<file path="config.mk">
export PLATFORM = sky130hd
export DESIGN_NAME = circ_queue16_flat
export DESIGN_NICKNAME = d
export VERILOG_FILES = /design/src/rtl/circ_queue16_if.sv /design/src/rtl/circ_queue16.sv /design/src/flat_wrapper.sv
export SDC_FILE = /design/constraint.sdc
export NUM_CORES = 1
export LEC_CHECK = 0
export CELL_PAD_IN_SITES_DETAIL_PLACEMENT = 1
export CELL_PAD_IN_SITES_GLOBAL_PLACEMENT = 1
export CORE_MARGIN = 3
export CORE_UTILIZATION = 40
export CTS_CLUSTER_SIZE = 8
export DETAILED_ROUTE_END_ITERATION = 7
export DONT_BUFFER_PORTS = 1
export HOLD_SLACK_MARGIN = 0.15
export PLACE_DENSITY_LB_ADDON = 0.1
export SYNTH_ARGS = -nofsm -noshare
export SYNTH_HDL_FRONTEND = slang
export SYNTH_SLANG_ARGS = --single-unit
</file>
<file path="constraint.sdc">
create_clock -name clk -period 7 [get_ports clk]
set_input_delay 1.75 -clock clk [delete_from_list [all_inputs] [get_ports clk]]
set_output_delay 1.75 -clock clk [all_outputs]
set_load 0.005 [all_outputs]
</file>
<file path="src/rtl/circ_queue16_if.sv">
// Producer/consumer bundle for circ_queue16: request, data and status signals.
interface circ_queue16_if;
    localparam int unsigned WIDTH = 16;
    localparam int unsigned CNT_W = 5;

    logic             push;
    logic             pop;
    logic [WIDTH-1:0] data_in;
    logic [WIDTH-1:0] data_out;
    logic             full;
    logic             empty;
    logic [CNT_W-1:0] count;
    logic             ovf;
    logic             udf;

    modport master (
        output push, pop, data_in,
        input  data_out, full, empty, count, ovf, udf
    );

    modport slave (
        input  push, pop, data_in,
        output data_out, full, empty, count, ovf, udf
    );
endinterface

</file>
<file path="src/rtl/circ_queue16.sv">
// 16 x 16-bit circular FIFO with head/tail pointers, an occupancy counter,
// first-word-fall-through read and registered overflow/underflow pulses.
module circ_queue16 (
    input  logic           clk,
    input  logic           reset,
    circ_queue16_if.slave  q
);
    localparam int unsigned WIDTH = 16;
    localparam int unsigned DEPTH = 16;
    localparam int unsigned PTR_W = 4;
    localparam int unsigned CNT_W = 5;

    logic [WIDTH-1:0] mem_q [DEPTH];
    logic [WIDTH-1:0] mem_d [DEPTH];
    logic [PTR_W-1:0] head_q, head_d;
    logic [PTR_W-1:0] tail_q, tail_d;
    logic [CNT_W-1:0] count_q, count_d;
    logic             ovf_q, ovf_d;
    logic             udf_q, udf_d;

    logic full_c;
    logic empty_c;
    logic push_ok_c;
    logic pop_ok_c;

    assign full_c    = (count_q == CNT_W'(DEPTH));
    assign empty_c   = (count_q == '0);
    // A push into a full queue is fine when a pop frees the head slot on the same edge.
    assign push_ok_c = q.push & (~full_c | q.pop);
    assign pop_ok_c  = q.pop & ~empty_c;

    // Next-state for storage, pointers, occupancy and error pulses.
    always_comb begin
        mem_d   = mem_q;
        head_d  = head_q;
        tail_d  = tail_q;
        count_d = count_q;
        ovf_d   = q.push & full_c & ~q.pop;
        udf_d   = q.pop & empty_c;

        if (push_ok_c) begin
            mem_d[tail_q] = q.data_in;
            tail_d        = tail_q + PTR_W'(1);
        end
        if (pop_ok_c) begin
            head_d = head_q + PTR_W'(1);
        end
        if (push_ok_c && !pop_ok_c) begin
            count_d = count_q + CNT_W'(1);
        end else if (pop_ok_c && !push_ok_c) begin
            count_d = count_q - CNT_W'(1);
        end
    end

    always_ff @(posedge clk) begin
        if (reset) begin
            for (int unsigned i = 0; i < DEPTH; i++) begin
                mem_q[i] <= '0;
            end
            head_q  <= '0;
            tail_q  <= '0;
            count_q <= '0;
            ovf_q   <= 1'b0;
            udf_q   <= 1'b0;
        end else begin
            for (int unsigned i = 0; i < DEPTH; i++) begin
                mem_q[i] <= mem_d[i];
            end
            head_q  <= head_d;
            tail_q  <= tail_d;
            count_q <= count_d;
            ovf_q   <= ovf_d;
            udf_q   <= udf_d;
        end
    end

    // Head word falls through; an empty queue reads as zero.
    assign q.data_out = empty_c ? '0 : mem_q[head_q];
    assign q.full     = full_c;
    assign q.empty    = empty_c;
    assign q.count    = count_q;
    assign q.ovf      = ovf_q;
    assign q.udf      = udf_q;
endmodule

</file>
<file path="src/flat_wrapper.sv">
// flat-port wrapper written by rule: the top's interface ports become plain ports
module circ_queue16_flat 
  (clk, reset, q_push, q_pop, q_data_in, q_data_out, q_full, q_empty, q_count, q_ovf, q_udf);
  circ_queue16_if q_i ();
  input  logic clk;
  input  logic reset;
  input wire logic [$bits(q_i.push)-1:0] q_push;
  input wire logic [$bits(q_i.pop)-1:0] q_pop;
  input wire logic [$bits(q_i.data_in)-1:0] q_data_in;
  output wire logic [$bits(q_i.data_out)-1:0] q_data_out;
  output wire logic [$bits(q_i.full)-1:0] q_full;
  output wire logic [$bits(q_i.empty)-1:0] q_empty;
  output wire logic [$bits(q_i.count)-1:0] q_count;
  output wire logic [$bits(q_i.ovf)-1:0] q_ovf;
  output wire logic [$bits(q_i.udf)-1:0] q_udf;
  assign q_i.push = q_push;
  assign q_i.pop = q_pop;
  assign q_i.data_in = q_data_in;
  assign q_data_out = q_i.data_out;
  assign q_full = q_i.full;
  assign q_empty = q_i.empty;
  assign q_count = q_i.count;
  assign q_ovf = q_i.ovf;
  assign q_udf = q_i.udf;
  circ_queue16 u_core (.clk(clk), .reset(reset), .q(q_i));
endmodule
</file>
* Word level (Yosys, flattened, before mapping) *
Cells that the tools add are included.

word-level totals
  logic and storage cells = 56
  input port bits = 20
  register bits after elaboration = 271
  output and inout bits = 25

operators by class
  equal/unequal tests = 1
  bitwise gates (word level) = 11
  reductions and logical operators = 7
  magnitude comparators = 3
  mux-type cells = 9
  add/subtract/negate cells = 4

operator list
  operator             count
  $bwmux 256           1
  $bmux 16 s4          1
  $demux 16 s4         1
  $mux 16              4
  $ge 5x5->1 const B   2
  $mux 5               2
  $not 4->5            2
  $add 4x1->4 const B  2
  $add 5x1->5 const B  1
  $and 1x1->1          5
  $eq 5x5->1 const B   1
  $logic_not 5->1      1
  $lt 5x1->1 const B   1
  $sub 5x1->5 const B  1
  $logic_and 1x1->1    3
  $not 1->1            3
  $logic_not 1->1      2
  $reduce_bool 2->1    1
  $or 1x1->1           1

* Depth between registers and ports, before layout *
  depth in word-level cells = 8
  depth in mapped cells = 12
  mapped depth without buffers = 10

* Least setup slack after synthesis *
No wires, ideal clock.

  path type = input-to-reg
  from = input port q_pop
  to = register u_core.count_q[4], in the netlist u_core.q.count[4]
  buffers on the path = 1
  path slack = 3.168 ns
  data required time = 6.879 ns
  stages = 11
  setup time = 0.121 ns
  arrival time = 3.711 ns
  cell sequence = nand2b_1 > buf_2 > o21ai_2 > inv_1 > ha_1 > inv_1 > ha_1 > a21oi_1 > a211oi_1 > a31oi_1 > mux2_2

on the way
  longest elaborated chain between the ends = 5
  elaborated cells between the ends (all ways) = 9
  classes of those cells = 1 x mux; 3 x bitwise; 5 x reduce/logical

ends and longest elaborated chain
  element                             RTL line            text
  start, declared                     flat_wrapper.sv:8   input wire logic [$bits(q_i.pop)-1:0] q_pop;
  $or 1x1->1 *                        circ_queue16.sv:29  assign push_ok_c = q.push & (~full_c | q.pop);
  $and 1x1->1 *                       circ_queue16.sv:29
  net u_core.push_ok_c                circ_queue16.sv:23  logic push_ok_c;
  $logic_not 1->1                     circ_queue16.sv:50  end else if (pop_ok_c && !push_ok_c) begin
  $logic_and 1x1->1                   circ_queue16.sv:50
  $reduce_bool 2->1 (no source line)  n/a
  end signal, assigned                circ_queue16.sv:71  count_q <= count_d;
  end, declared                       circ_queue16.sv:17  logic [CNT_W-1:0] count_q, count_d;

Mark *: on every way through the listed nets, which the timed path passes. The rest lies on a longest branch.
A chain may end at the register's enable or synchronous reset.

* Worst setup path in the final report *
  from = register u_core.head_q[1]
  to = output port q_data_out[10]

on the way
  longest elaborated chain between the ends = 5

ends and longest elaborated chain
  element                                      RTL line            text
  start, declared                              circ_queue16.sv:15  logic [PTR_W-1:0] head_q, head_d;
  start signal, assigned                       circ_queue16.sv:60  head_q <= '0;
  start signal, assigned                       circ_queue16.sv:69  head_q <= head_d;
  $not 4->5 (not written as such)              circ_queue16.sv:78  assign q.data_out = empty_c ? '0 : mem_q[head_q];
  $bmux 16 s4                                  circ_queue16.sv:78
  $mux 16 (not written as such) (2 in series)  circ_queue16.sv:78
  $mux 16                                      circ_queue16.sv:78
  end, declared                                flat_wrapper.sv:10  output wire logic [$bits(q_i.data_out)-1:0] q_data_out;

No other way between the ends. The select of a mux whose other input is x is not followed.

==> results.tsv <==
metric	value	unit
finClkSkew	0.0117	ns
wl	38.9	mm
fin_util	0.435	
use_met2	0.385	
firstDrtPassIters	5	
clock_path_buffers	3	
antenna_found_initial	0	
fp.dieW	185	µm
ys_seq_area_frac	0.425	
yosysMostFrequentCell	nand2_1	
synth_common_cells	488 x nand2_1, 271 x dfxtp_1, 250 x a21oi_1	
critical_path_class	flip-flop to primary output	
wl_per_cell	22.4	µm
fin_setup_tns	0	ns
final-hold-violation-count	0	
yosys_warnings	0	
total_power	4.00	mW
synth_flop_cell	dfxtp_1	
place_hpwl	22.3	mm
fin_cells	1736	
top_usage_layer	met2	
fin_crit_sh	0.695	
tightest_slew	1.24	ns
area_growth	5.56	%
setup_viol	0	
synth_cell_types	52	
hold_buffers	0	
postLayoutCellArea	13500	µm²
slew_violations	0	
crit_chain	buf_4, mux4_2, mux2_2, o21ai_0, a21oi_1	
slowest_delay	0.95	ns
status	finished clean	
grtUsageMet1	0.312	
cts_setup_buffers	0	
vdd_drop_max	0.404	mV
grtUsageMet3	0.0405	
async_flop_share	0	
synth_nets	1449	
clockRootBuffer	clkbuf_16	
drcViolationCount	0	
hold_ws	0.451	ns
via_per_inst	5.69	
place_area	12400	µm²
cp_data_required_time	5.25	ns
start_util	0.412	
nets	1368	
synth_top_area_cell	dfxtp_1	
end_kind	primary output	
core-area	31000	µm²
fin_crit	4.86	ns
synth.top_cell.area_share	0.425	
cts.sinks	271	
arrival	3.11	ns
syn_avg_cell_area	8.99	µm²
cp-start-kind	flip-flop	
die_area	34100	µm²
synth-seq-cells	271	
grt_max_degree	275	
insertion_delay	0.52	ns
reg2reg_slack	3.55	ns
syn_inst	1419	
drive_above_1_share	0.170	
place_ws	2.57	ns
ios	45	
dieHeight	185	µm
cts_buffers	39	
ant_nets	0	
synth_enable_flop_cells	0	
tritoncts	yes	
rsz0062_at_grt	false	
numPlacedInstances	1693	
grt_pass1_vias	10300	
gp_congestion	0.776	
leakage	4.24	nW
fill_cells	3547	
num_vias	9870	
drt_iter0_drc	583	
netlist_area	12800	µm²
cts.clk_slew.worst_paths	0.05	ns
min_path_type	flip-flop to flip-flop	
fin_ws	2.14	ns
portBuffers	0	
grt_pass1_wl	60.5	mm
rows	64	
post_cts_resize_count	0	
crit_fanout	45	
synth.area.top_cells	dfxtp_1 43%, nand2_1 14%, mux4_2 11%	
track_usage	0.230	
slew-limit-headroom	0.172	
grt-ovfl-total	0	
power_density	297	nW/µm²
fmax	206	MHz
diodes	0	
max-cap-violations	0	
slowest_stage	dfxtp_4	
ctsHtreeMaxLevel	2	
==> layout by cell type, fill, tap and decap left out, types with 2 or more instances in the layout <==
cell type	count
mux2i_1	18
ha_1	9
dfxtp_4	2
a21oi_1	250
mux2_2	17
a21o_4	4
clkbuf_1	2
buf_4	11
nand3_1	2
nor2_1	14
nand2_2	30
mux4_2	64
nand2_1	488
a2111o_4	3
xor2_1	6
o21ai_4	3
xnor2_1	2
dfxtp_1	268
o211ai_1	4
nand4_1	4
clkbuf_16	41
a2111oi_4	4
inv_1	5
a21boi_2	8
nand2b_1	2
o21ai_0	16
o21ai_2	6
and3_1	2
a21oi_2	30
and4b_1	8
==> report_power, final <==
group	switching (mW)	total, mW	internal (mW)	leakage [nW]
Clock	0.659	1.68	1.02	0.508
Sequential	0.169	1.76	1.59	2.19
Combinational	0.310	0.559	0.249	1.55
==> layer usage <==
metal / vias to the layer above / wire length, µm / part of all wire
met5: - / 0 / 0
met4: 0 / 657 / 0.017
met3: 56 / 1760 / 0.045
met2: 174 / 18400 / 0.47
met1: 5005 / 18000 / 0.46
li1: 4635 / - / -
==> state kept, by name, summed over array words and instances (netlist names) <==
signal,cells
u_core.q.count,5
u_core.mem_q,256
u_core.q.ovf,1
u_core.head_q,4
u_core.tail_q,4
u_core.q.udf,1
==> worst paths after layout <==
kind                      from                 to  cells past startpoint
max           u_core.head_q[1]     q_data_out[10]                      5
min           u_core.mem_q[39]   u_core.mem_q[39]                      2
max reg2reg  u_core.q.count[0]  u_core.q.count[4]                      9
min reg2reg   u_core.mem_q[39]   u_core.mem_q[39]                      2
==> layout make-up <==
| type | instances | area [µm²] | share of cell area |
|---|---|---|---|
| Timing Repair Buffer | 11 | 82.6 | 0.00613 |
| Clock buffer | 43 | 1030 | 0.0767 |
| Multi-Input combinational cell | 1010 | 6410 | 0.476 |
| Inverter | 5 | 18.8 | 0.00139 |
| Sequential cell | 271 | 5430 | 0.403 |
| Tap cell | 396 | 495 | 0.0368 |
==> critical path, delay by kind of cell (launching register included) <==
family	cells	cell delay (ns)
compound gates	2	0.24
buf+inv	1	0.52
flops	1	0.95
mux	2	0.85
==> logic make-up after synthesis <==
kind of cell,share of synthesized area
AOI/OAI and AO/OA,0.164
and+or+nand+nor,0.180
xor gates and xnor gates,0.00549
DFF,0.425
adders and majority gates,0.0104
buffers and inverters,0.0728
muxes,0.142
Power figures use the tool's default switching activity.
